$ cat src/rtl/latch_capture_buf.sv
// Captures the held value of a transparent latch on each gate close and queues it in a FWFT FIFO.
// Optional two-flop input synchronizer enabled by defining LATCH_CAPTURE_SYNC_EN.
module latch_capture_buf #(
  parameter int N     = 3,
  parameter int DEPTH = 4
) (
  input  logic                       clk,
  input  logic                       rst,
  input  logic                       gate_in,
  input  logic [N-1:0]               q_in,
  output logic [N-1:0]               dout,
  output logic                       dout_valid,
  input  logic                       dout_ready,
  output logic [$clog2(DEPTH+1)-1:0] count,
  output logic                       full,
  output logic                       empty,
  output logic                       overflow,
  input  logic                       ovf_clr
);

  localparam int AW = $clog2(DEPTH);
  localparam int CW = $clog2(DEPTH+1);

  logic         g_s;
  logic [N-1:0] q_s;
  logic         g_d;

`ifdef LATCH_CAPTURE_SYNC_EN
  logic         g_s1, g_s2;
  logic [N-1:0] q_s1, q_s2;

  always_ff @(posedge clk) begin
    if (rst) begin
      g_s1 <= 1'b0;
      g_s2 <= 1'b0;
      q_s1 <= '0;
      q_s2 <= '0;
    end else begin
      g_s1 <= gate_in;
      g_s2 <= g_s1;
      q_s1 <= q_in;
      q_s2 <= q_s1;
    end
  end

  assign g_s = g_s2;
  assign q_s = q_s2;
`else
  logic         g_r;
  logic [N-1:0] q_r;

  always_ff @(posedge clk) begin
    if (rst) begin
      g_r <= 1'b0;
      q_r <= '0;
    end else begin
      g_r <= gate_in;
      q_r <= q_in;
    end
  end

  assign g_s = g_r;
  assign q_s = q_r;
`endif

  // g_d resets low so a gate that was high across reset cannot fake a close.
  always_ff @(posedge clk) begin
    if (rst) g_d <= 1'b0;
    else     g_d <= g_s;
  end

  logic cap;
  assign cap = g_d & ~g_s;

  // Handshake: the head word transfers on any clk edge where dout_valid and
  // dout_ready are both high; dout_valid never depends on dout_ready.
  logic [N-1:0]  mem [DEPTH];
  logic [AW-1:0] wr_ptr, rd_ptr;
  logic          push, pop, drop;

  assign full       = (count == CW'(DEPTH));
  assign empty      = (count == '0);
  assign dout_valid = ~empty;
  assign dout       = mem[rd_ptr];

  assign pop  = dout_valid & dout_ready;
  assign push = cap & (~full | pop);
  assign drop = cap & full & ~pop;

  always_ff @(posedge clk) begin
    if (!rst && push) mem[wr_ptr] <= q_s;
  end

  always_ff @(posedge clk) begin
    if (rst) begin
      wr_ptr <= '0;
      rd_ptr <= '0;
      count  <= '0;
    end else begin
      if (push) wr_ptr <= wr_ptr + AW'(1);
      if (pop)  rd_ptr <= rd_ptr + AW'(1);
      case ({push, pop})
        2'b10:   count <= count + CW'(1);
        2'b01:   count <= count - CW'(1);
        default: count <= count;
      endcase
    end
  end

  // A drop in the same cycle as ovf_clr keeps the flag set.
  always_ff @(posedge clk) begin
    if (rst)          overflow <= 1'b0;
    else if (drop)    overflow <= 1'b1;
    else if (ovf_clr) overflow <= 1'b0;
  end

endmodule
$ cat config.mk
export PLATFORM = sky130hd
export DESIGN_NAME = latch_capture_buf
export DESIGN_NICKNAME = d
export VERILOG_FILES = /design/src/rtl/latch_capture_buf.sv
export SDC_FILE = /design/constraint.sdc
export NUM_CORES = 1
export LEC_CHECK = 0
export ABC_CLOCK_PERIOD_IN_PS = 4300
export BUFFER_PORTS_ARGS = -buffer_cell sky130_fd_sc_hd__buf_4
export CAP_MARGIN = 20
export CELL_PAD_IN_SITES_DETAIL_PLACEMENT = 0
export CELL_PAD_IN_SITES_GLOBAL_PLACEMENT = 1
export CORE_ASPECT_RATIO = 1.2
export CORE_MARGIN = 2
export CORE_UTILIZATION = 34
export DETAILED_ROUTE_END_ITERATION = 10
export GPL_TIMING_DRIVEN = 0
export PLACE_DENSITY = 0.66
export SYNTH_ARGS = -nofsm -noshare
export SYNTH_HDL_FRONTEND = slang
export SYNTH_SLANG_ARGS = --single-unit
$ cat constraint.sdc
create_clock -name clk -period 4.3 [get_ports clk]
set_input_delay 0.215 -clock clk [delete_from_list [all_inputs] [get_ports clk]]
set_output_delay 0.215 -clock clk [all_outputs]
set_load 0.01 [all_outputs]
## After elaboration in Yosys (flattened, before gate mapping)

Memories as Yosys holds them, arrays and structs flattened. A register that Yosys moved wholly into a read port is not among the register bits.
Cells that the tools add are included.

- Reductions and logical operators: 5
- Multiply operators: 0
- Divide/modulo/power cells: 0
- Equal/unequal tests: 3
- Bitwise operators: 10
- Add/sub/neg operators: 4
- Shifts and indexed selects: 0
- Mux-type cells: 7
- Magnitude comparators: 0

Operators by type and width:

| cell | count |
|---|---|
| case mux 3 bit (2 select lines) | 1 |
| bitwise AND 1 bit | 5 |
| adder 2 x 1 -> 2 bit, second input constant | 2 |
| 2-to-1 mux 1 bit | 4 |
| 2-to-1 mux 2 bit | 2 |
| inverter 1 bit | 4 |
| nonzero test 2 bit | 2 |
| adder 3 x 1 -> 3 bit, second input constant | 1 |
| equality test 3 bit, second input constant | 1 |
| logical NOT 3 bit | 1 |
| subtractor 3 x 1 -> 3 bit, second input constant | 1 |
| equality test 2 x 1 -> 1 bit, second input constant | 1 |
| equality test 2 bit, second input constant | 1 |
| logical AND 1 bit | 1 |
| logical NOT 1 bit | 1 |
| OR 1 bit | 1 |

- Memories: 1
- Bits of input ports: 8
- Latch bits: 0
- RAM bits: 12
- ROM bits: 0
- Logic and storage cells: 37
- Register bits after elaboration: 13

Memory list:

| memory | words | bits a word | read ports | clocked after Yosys merged registers in | write ports | line | RTL |
|---|---|---|---|---|---|---|---|
| mem | 4 | 3 | 1 | 1 | 1 | 77 | `logic [N-1:0] mem [DEPTH];` |

## Longest topological paths before layout

Gate-level depths: netlist of run 1.

- Depth after elaboration: 8
- Depth in mapped cells: 6
- Mapped depth without buffers: 6

## Worst setup path after synthesis of run 1

OpenSTA, ideal clock, no wires.

- Kind: register -> register
- Start point: register count[2]
- End point: register count[2]
- Clock period less this slack: 1.811 ns
- Data required time: 4.177 ns
- Setup slack: 2.489 ns
- Stages on the path, launching flop included: 7
- Data arrival time: 1.687 ns
- Cell sequence: dfxtp_1 o31a_1 nand2_1 fa_1 and3_1 a21oi_2 mux2_1

- Longest elaborated chain between the ends: 7
- Elaborated cells on any way between the ends: 13
- Those cells by class: add/sub: 2; eq/ne: 3; mux: 1; bitwise: 5; reduce/logical: 2

RTL lines:

| item | line | RTL |
|---|---|---|
| from (decl) | 14 | `output logic [$clog2(DEPTH+1)-1:0] count,` |
| from (signal assigned) | 103 | `2'b10: count <= count + CW'(1);` |
| from (signal assigned) | 104 | `2'b01: count <= count - CW'(1);` |
| from (signal assigned) | 105 | `default: count <= count;` |
| logical NOT 3 bit | 82 | `assign empty = (count == '0);` |
| inverter 1 bit | 83 | `assign dout_valid = ~empty;` |
| bitwise AND 1 bit | 86 | `assign pop = dout_valid & dout_ready;` |
| OR 1 bit | 87 | `assign push = cap & (~full \| pop);` |
| bitwise AND 1 bit | 87 |  |
| equality test 2 x 1 -> 1 bit / equality test 2 bit (equally long branches) | 102 | `case ({push, pop})` |
| case mux 3 bit (2 select lines) / nonzero test 2 bit (equally long branches) | - |  |

Several ways; a longest one is shown, not always the timed one.
A chain may end at the register's enable or synchronous reset.

## Worst setup path in the final report of run 1

Same ends and word-level chain as after synthesis.

==> results.py, run 1 <==
metrics = {
    "final_layout": {
        "diodes": 0,
        "multi_input_area_sq_um": 423,
        "drive_gt1_share_pct": 24.8,
        "fillers": 294,
        "nets": 123,
        "final_util_pct": 42.3,
        "seqCellArea_sq_um": 661,
        "syn2layout_area_growth_pct": 17.8,
    },
    "setup_path": {
        "critical_path_class": "reg -> reg",
        "r2r_cells": 6,
        "r2r_slack_ps": 2350,
        "required_ps": 4510,
        "worst-endpoint-arrival_ps": 2160,
        "crit_fanout": 7,
        "crit_path_start_kind": "register",
        "end_kind": "register",
    },
    "timing": {
        "fmax_mhz": 513,
        "relSlewSlack_pct": 70.0,
        "rsz0062_at_grt": "no",
        "hold_viol_final": 0,
        "fin_worst_skew_ps": 1.07,
        "post-route-period-util_pct": 45.3,
        "fin_crit_ps": 1950,
        "tightest_slew_ps": 450,
        "tns_ps": 0,
        "finalMaxSlewViolations": 0,
        "setup_violations": 0,
    },
    "clock_tree": {
        "cts_buffer_depth": 2,
        "clk-insertion-delay-late_ps": 310,
        "cts_tree": "yes",
        "clock-sinks": 27,
        "clockRootBuffer": "clkbuf_4",
        "numCtsBuffers": 3,
        "ctsHoldBuffers": 0,
        "cts_resized": 0,
        "cts_max_level": 1,
        "cts_setup_buffers": 0,
        "path_clk_slew_ps": 130,
    },
    "logic_synthesis": {
        "postSynthCellCount": 88,
        "synth_top_area_share_pct": 32.3,
        "synth_mux_area_share_pct": 8.85,
        "synth_seq_area_share_pct": 59.1,
        "syn_area_per_cell_sq_um": 12.7,
        "synth_area_leaders": "edfxtp_1 32%, dfxtp_1 27%, mux4_2 6.0%",
        "synth_compound_gate_area_share_pct": 5.71,
        "syn_nets": 101,
        "yosys.area_share.xor_xnor_pct": 3.14,
        "synth.most_common_cell": "dfxtp_1",
        "synthSimpleGateAreaFrac_pct": 13.9,
        "syn_area_sq_um": 1120,
        "synth.distinct_cells": 27,
        "synth_top_family_by_area": "simple AND/OR/NAND/NOR gates",
        "synthArstFlopShare_pct": 0,
        "ys_ff_latch": 27,
        "ys_warn_count": 0,
        "ys.flop_type": "dfxtp_1",
        "yosys.area.top_type": "edfxtp_1",
        "synth_edf_count": 12,
        "yosys.area_share.adder_pct": 6.27,
        "netlist_top_cells_count": "15 x dfxtp_1, 12 x edfxtp_1, 8 x inv_1, 8 x nor2_1, 7 x nor2b_1",
    },
    "power": {
        "p_leak_nw": 0.519,
        "power_density_nw_per_um2": 347,
        "ir_worst_vdd_mv": 0.133,
    },
    "min_path": {
        "min_path_cells": 2,
        "hold_class": "in -> reg",
    },
    "drt": {
        "drc": 0,
        "wl_microns": 1720,
        "avgRoutedWirePerCell_microns": 11.8,
        "firstDrtPassIters": 3,
        "ant_nets": 0,
        "via_per_inst": 4.50,
        "vias": 653,
        "drt-initial-drc-count": 15,
    },
    "flow_run": {
        "cap_violations": 0,
    },
    "place": {
        "port_buffers": 17,
        "hpwl_microns": 1350,
        "gp_congestion": 0.639,
    },
    "grt": {
        "grt_usage_pct": 10.7,
        "antenna_found_initial": 0,
        "grt_max_degree": 15,
        "grt_pass1_wl_microns": 3040,
        "grt_pass1_vias": 664,
        "gr-total-overflow": 0,
    },
    "floorplan": {
        "ios": 18,
        "die_h_microns": 66.8,
        "die_w_microns": 56.3,
        "fp.coreArea_sq_um": 3110,
        "dieArea_sq_um": 3760,
        "core.rowCount": 22,
        "start_util_pct": 35.9,
    },
    "outcome": {
        "status": "completed",
    },
}
cells by family (layout without fill, tap and decap cells):
family | after synthesis | in the layout
AND/OR/NAND/NOR | 29 | 29
adder cells (fa/ha/maj) | 5 | 5
multiplexers | 6 | 6
buffers and inverters | 9 | 30
AO/OA/AOI/OAI | 8 | 8
XOR/XNOR | 4 | 4
flip-flops | 27 | 27
placed cells by master (no fill, tap or decap), types with 2 or more instances in the layout:
master    count
ha_1          4
clkbuf_4      3
edfxtp_1     12
inv_1         8
clkbuf_1      2
xnor2_1       3
nand3_1       2
o21ai_0       2
mux4_2        3
and3_1        5
buf_4        17
nor2b_1       7
dfxtp_1      15
mux2i_1       2
nand2_1       3
nor2_1        8
final cells by class:
cell class	count	share of cell area (%)
Buffer	1	0.285
Clock buffer	4	2.00
Inverter	8	2.28
Multi-Input combinational cell	52	32.1
Sequential cell	27	50.2
Tap cell	36	3.42
Timing Repair Buffer	17	9.70
power by group:
| group | internal (mW) | leakage [nW] | switching [mW] | total, mW |
|---|---|---|---|---|
| Clock | 0.0362 | 0.0150 | 0.0667 | 0.103 |
| Sequential | 0.276 | 0.233 | 0.00993 | 0.286 |
| Combinational | 0.0375 | 0.271 | 0.0295 | 0.0670 |
| Total | 0.350 | 0.519 | 0.106 | 0.456 |
sequential cells by signal, indices dropped and copies added, names as in the netlist, named ones only:
name and cells:
count 3, g_d 1, g_r 1, mem 12
overflow 1, q_r 3, rd_ptr 2, wr_ptr 2
stage by stage:
stage | power, mW | hold WS (ps) | std cells | cell area (sq um) | setup slack, ps
detailed placement | 0.360 | 429 | 141 | 1290 | 2340
global placement | 0.359 | 426 | 141 | 1290 | 2380
CTS | 0.465 | 76.3 | 145 | 1320 | 2320
floorplan | 0.331 | 287 | 88 | 1120 | 2490
global route | 0.483 | 68.2 | 145 | 1320 | 2200
finish | 0.456 | 89.1 | 145 | 1320 | 2350
final timing paths:
path,start,end
max,count[2],count[2]
min,rst,g_d
max reg2reg,count[2],count[2]
min reg2reg,g_r,g_d
critical path, cell delays in order (launching register included):
cell,delay [ps]
dfxtp_1,460
o31a_1,290
nand2_1,100
fa_1,410
and3_1,170
a21oi_2,100
mux2_1,320
layer usage:
metal | track usage (%) | share of wire [%] | up-vias
met2 | 20.3 | 52 | 13
met3 | 1.75 | 3.9 | 2
met1 | 11.5 | 43 | 294
met4 | 5.36 | 1.1 | 0
met5 | 0 | 0 | -
li1 | - | - | 344
No activity file was read; power rests on OpenSTA's default activity.
==> inputs of run 2 (changes only) <==
--- a/config.mk
+++ b/config.mk
@@ -5,7 +5,8 @@
 export SDC_FILE = /design/constraint.sdc
 export NUM_CORES = 1
 export LEC_CHECK = 0
-export ABC_CLOCK_PERIOD_IN_PS = 4300
+export ABC_AREA = 1
+export ABC_CLOCK_PERIOD_IN_PS = 1600
 export BUFFER_PORTS_ARGS = -buffer_cell sky130_fd_sc_hd__buf_4
 export CAP_MARGIN = 20
 export CELL_PAD_IN_SITES_DETAIL_PLACEMENT = 0
@@ -15,7 +16,7 @@
 export CORE_UTILIZATION = 34
 export DETAILED_ROUTE_END_ITERATION = 10
 export GPL_TIMING_DRIVEN = 0
-export PLACE_DENSITY = 0.66
+export PLACE_DENSITY = 0.71
 export SYNTH_ARGS = -nofsm -noshare
 export SYNTH_HDL_FRONTEND = slang
 export SYNTH_SLANG_ARGS = --single-unit
==> constraint.sdc (replaced) <==
create_clock -name clk -period 1.6 [get_ports clk]
set_input_delay 0.08 -clock clk [delete_from_list [all_inputs] [get_ports clk]]
set_output_delay 0.08 -clock clk [all_outputs]
set_load 0.01 [all_outputs]
==> run 2 against run 1 <==
Compared with the run above: combinational power increased to 10 times the previous value; critical endpoint unchanged; flip-flop and latch count unchanged; synthesized area increased by 4.5%; total power increased to 4.2 times the previous value; synthesized cell count increased by 34%; setup slack got worse by 2300 ps; register-to-register slack got worse by 2300 ps; wire length increased by 14%; count of clock-buffer cells in the layout decreased by 1; hold slack got worse by 80 ps; largest power group unchanged.
==> results.py, run 2 <==
metrics = {
    "outcome": {
        "status": "completed",
    },
    "final_layout": {
        "top_regs": "mem: 12 flops, count: 3 flops, q_r: 3 flops",
        "layout_common_cells": "18 x inv_1, 17 x nor2_1, 16 x buf_4, 12 x dfxtp_1, 12 x edfxtp_1",
        "diodes": 0,
        "largest_reg_flops": 12,
        "stdcell_count": 175,
        "nets": 152,
        "final_common_cell": "inv_1",
        "syn2layout_area_growth_pct": 18.8,
        "regMostFlops": "mem",
        "drive_gt1_share_pct": 30.4,
    },
    "logic_synthesis": {
        "ys_warn_count": 0,
        "synthSimpleGateAreaFrac_pct": 18.0,
        "syn_area_per_cell_sq_um": 9.89,
        "yosys.area.top_type": "edfxtp_1",
        "synth_top_family_by_area": "simple AND/OR/NAND/NOR gates",
        "synth_area_leaders": "edfxtp_1 31%, dfxtp_1 26%, inv_1 5.8%",
        "synthArstFlopShare_pct": 0,
        "syn_nets": 131,
        "synth.most_common_cell": "inv_1",
        "synth_mux_area_share_pct": 0,
        "synth.distinct_cells": 24,
        "postSynthCellCount": 118,
        "syn_area_sq_um": 1170,
        "yosys.area_share.adder_pct": 6.00,
        "synth_top_area_share_pct": 30.9,
        "ys_ff_latch": 27,
        "ys.flop_type": "dfxtp_1",
        "synth_compound_gate_area_share_pct": 10.7,
        "synth_seq_area_share_pct": 56.6,
        "yosys.area_share.xor_xnor_pct": 0,
        "netlist_top_cells_count": "18 x inv_1, 17 x nor2_1, 15 x dfxtp_1",
        "synth_edf_count": 12,
    },
    "flow_run": {
        "cap_violations": 0,
    },
    "drt": {
        "avgRoutedWirePerCell_microns": 11.2,
        "vias": 791,
        "drc": 0,
        "firstDrtPassIters": 4,
        "drt-initial-drc-count": 10,
        "wl_microns": 1970,
        "via_per_inst": 4.52,
        "ant_nets": 0,
    },
    "timing": {
        "fmax_mhz": 656,
        "relSlewSlack_pct": 78.7,
        "fin_worst_skew_ps": 2.42,
        "tns_ps": 0,
        "post-route-period-util_pct": 95.2,
        "tightest_slew_ps": 318,
        "hold_viol_final": 0,
        "setup_violations": 0,
        "hold-worst-slack_ps": 9.41,
        "layout_setup_ws_ps": 76.5,
        "fin_crit_ps": 1520,
        "finalMaxSlewViolations": 0,
    },
    "clock_tree": {
        "numCtsBuffers": 3,
        "clock-sinks": 27,
        "path_clk_slew_ps": 90,
        "cts_tree": "yes",
        "clk-insertion-delay-late_ps": 260,
        "clockRootBuffer": "clkbuf_8",
        "cts_buffer_depth": 2,
        "cts_setup_buffers": 0,
        "cts_max_level": 1,
    },
    "grt": {
        "gr-total-overflow": 0,
        "grt_max_degree": 16,
        "grt_usage_pct": 10.8,
        "grt_pass1_vias": 774,
        "grt_pass1_wl_microns": 3190,
        "antenna_found_initial": 0,
    },
    "power": {
        "p_sw_mw": 0.659,
        "ir_worst_vdd_mv": 0.862,
        "swShare_pct": 34.2,
        "p_leak_nw": 0.592,
        "p_int_mw": 1.27,
        "seqPwrFrac_pct": 45.0,
        "pwr-share-clk_pct": 19.0,
        "power_density_nw_per_um2": 1390,
        "combPwrFrac_pct": 36.0,
    },
    "setup_path": {
        "end_kind": "register",
        "slowest_stage": "dfxtp_2",
        "critical_path_class": "reg -> reg",
        "crit_fanout": 5,
        "path_cells": "nor2_4 -> nand2_4 -> nand3_2 -> fa_2 -> inv_1 -> nand4_2 -> a21oi_1 -> nor2_1",
        "worst-endpoint-arrival_ps": 1690,
        "crit_path_start_kind": "register",
        "required_ps": 1760,
        "cp_slowest_stage_delay_ps": 390,
    },
    "floorplan": {
        "die_w_microns": 57.5,
        "fp.coreArea_sq_um": 3310,
        "ios": 18,
        "dieArea_sq_um": 3920,
        "die_h_microns": 68.2,
        "core.rowCount": 23,
        "start_util_pct": 35.3,
    },
    "place": {
        "dp.cells": 171,
        "dp_slack_ps": -23.9,
        "port_buffers": 16,
        "gp_congestion": 0.693,
        "hpwl_microns": 1560,
    },
    "min_path": {
        "hold_class": "in -> reg",
    },
}
run 2: cell count changes after synthesis, moves of 6 or more:
| cell | delta |
|---|---|
| a21oi_1 | +6 |
| inv_1 | +10 |
| nor2_1 | +9 |
| nor2b_1 | -7 |
run 2: routing by layer:
layer	GRT usage [%]	wire length (microns)	vias up	part of all wire [%]
met1	11.1	769	354	39
met2	20.9	1110	13	56
met3	2.08	72	2	3.7
met4	5.23	17	0	0.86
met5	0	0	-	0
li1	-	-	422	-
run 2: worst max-delay path, delay by kind of cell (launching register included):
family / cells / cell delay [ps]
DFF: 1 / 390
buffers and inverters: 1 / 80
adders and majority gates: 1 / 390
AOI/OAI and AO/OA: 1 / 140
and+or+nand+nor: 5 / 440
run 2: cells by family after synthesis:
| group | after synthesis |
|---|---|
| simple gates | 37 |
| compound gates | 23 |
| fa+ha+maj | 5 |
| flops | 27 |
| buf+inv | 26 |
run 2: final cells by class:
| class | instances | area [sq um] |
|---|---|---|
| Fill cell | 343 | 1920 |
| Sequential cell | 27 | 664 |
| Multi-Input combinational cell | 65 | 408 |
| Timing Repair Buffer | 16 | 120 |
| Inverter | 25 | 96.3 |
| Tap cell | 37 | 46.3 |
| Clock buffer | 3 | 41.3 |
| Clock inverter | 1 | 5.00 |
| Buffer | 1 | 5.00 |
run 2: stage by stage:
| stage | total power, mW | cell area (sq um) | utilization, % |
|---|---|---|---|
| 2_1_floorplan | 1.31 | 1170 | - |
| 4_1_cts | 1.94 | 1390 | 41.9 |
| 5_1_grt | 2.05 | 1390 | 41.9 |
| 3_3_place_gp | 1.55 | 1330 | 40.3 |
| 6_report | 1.93 | 1390 | 41.9 |
| 3_5_place_dp | 1.57 | 1330 | 40.3 |
run 2: final timing paths:
path              slack [ps]  cells after the start  endpoint      from
setup / recovery          80                      8  count[2]  count[1]
hold / removal             9                      3       g_r   gate_in
setup reg to reg          80                      8  count[2]  count[1]
hold reg to reg          420                      2       g_d       g_r
run 2: what timing repair did:
item,in CTS,in global routing
resized for setup,3,1
setup endpoints to repair,1,2
hold buffers,0,0
run 2: power by group through the flow:
stage | clock, mW | sequential (mW) | combinational [mW]
after floorplan | 0 | 0.878 | 0.435
after global placement | 0 | 0.875 | 0.677
after detailed placement | 0 | 0.879 | 0.689
after CTS | 0.381 | 0.869 | 0.694
after global routing | 0.402 | 0.880 | 0.770
final | 0.367 | 0.868 | 0.695
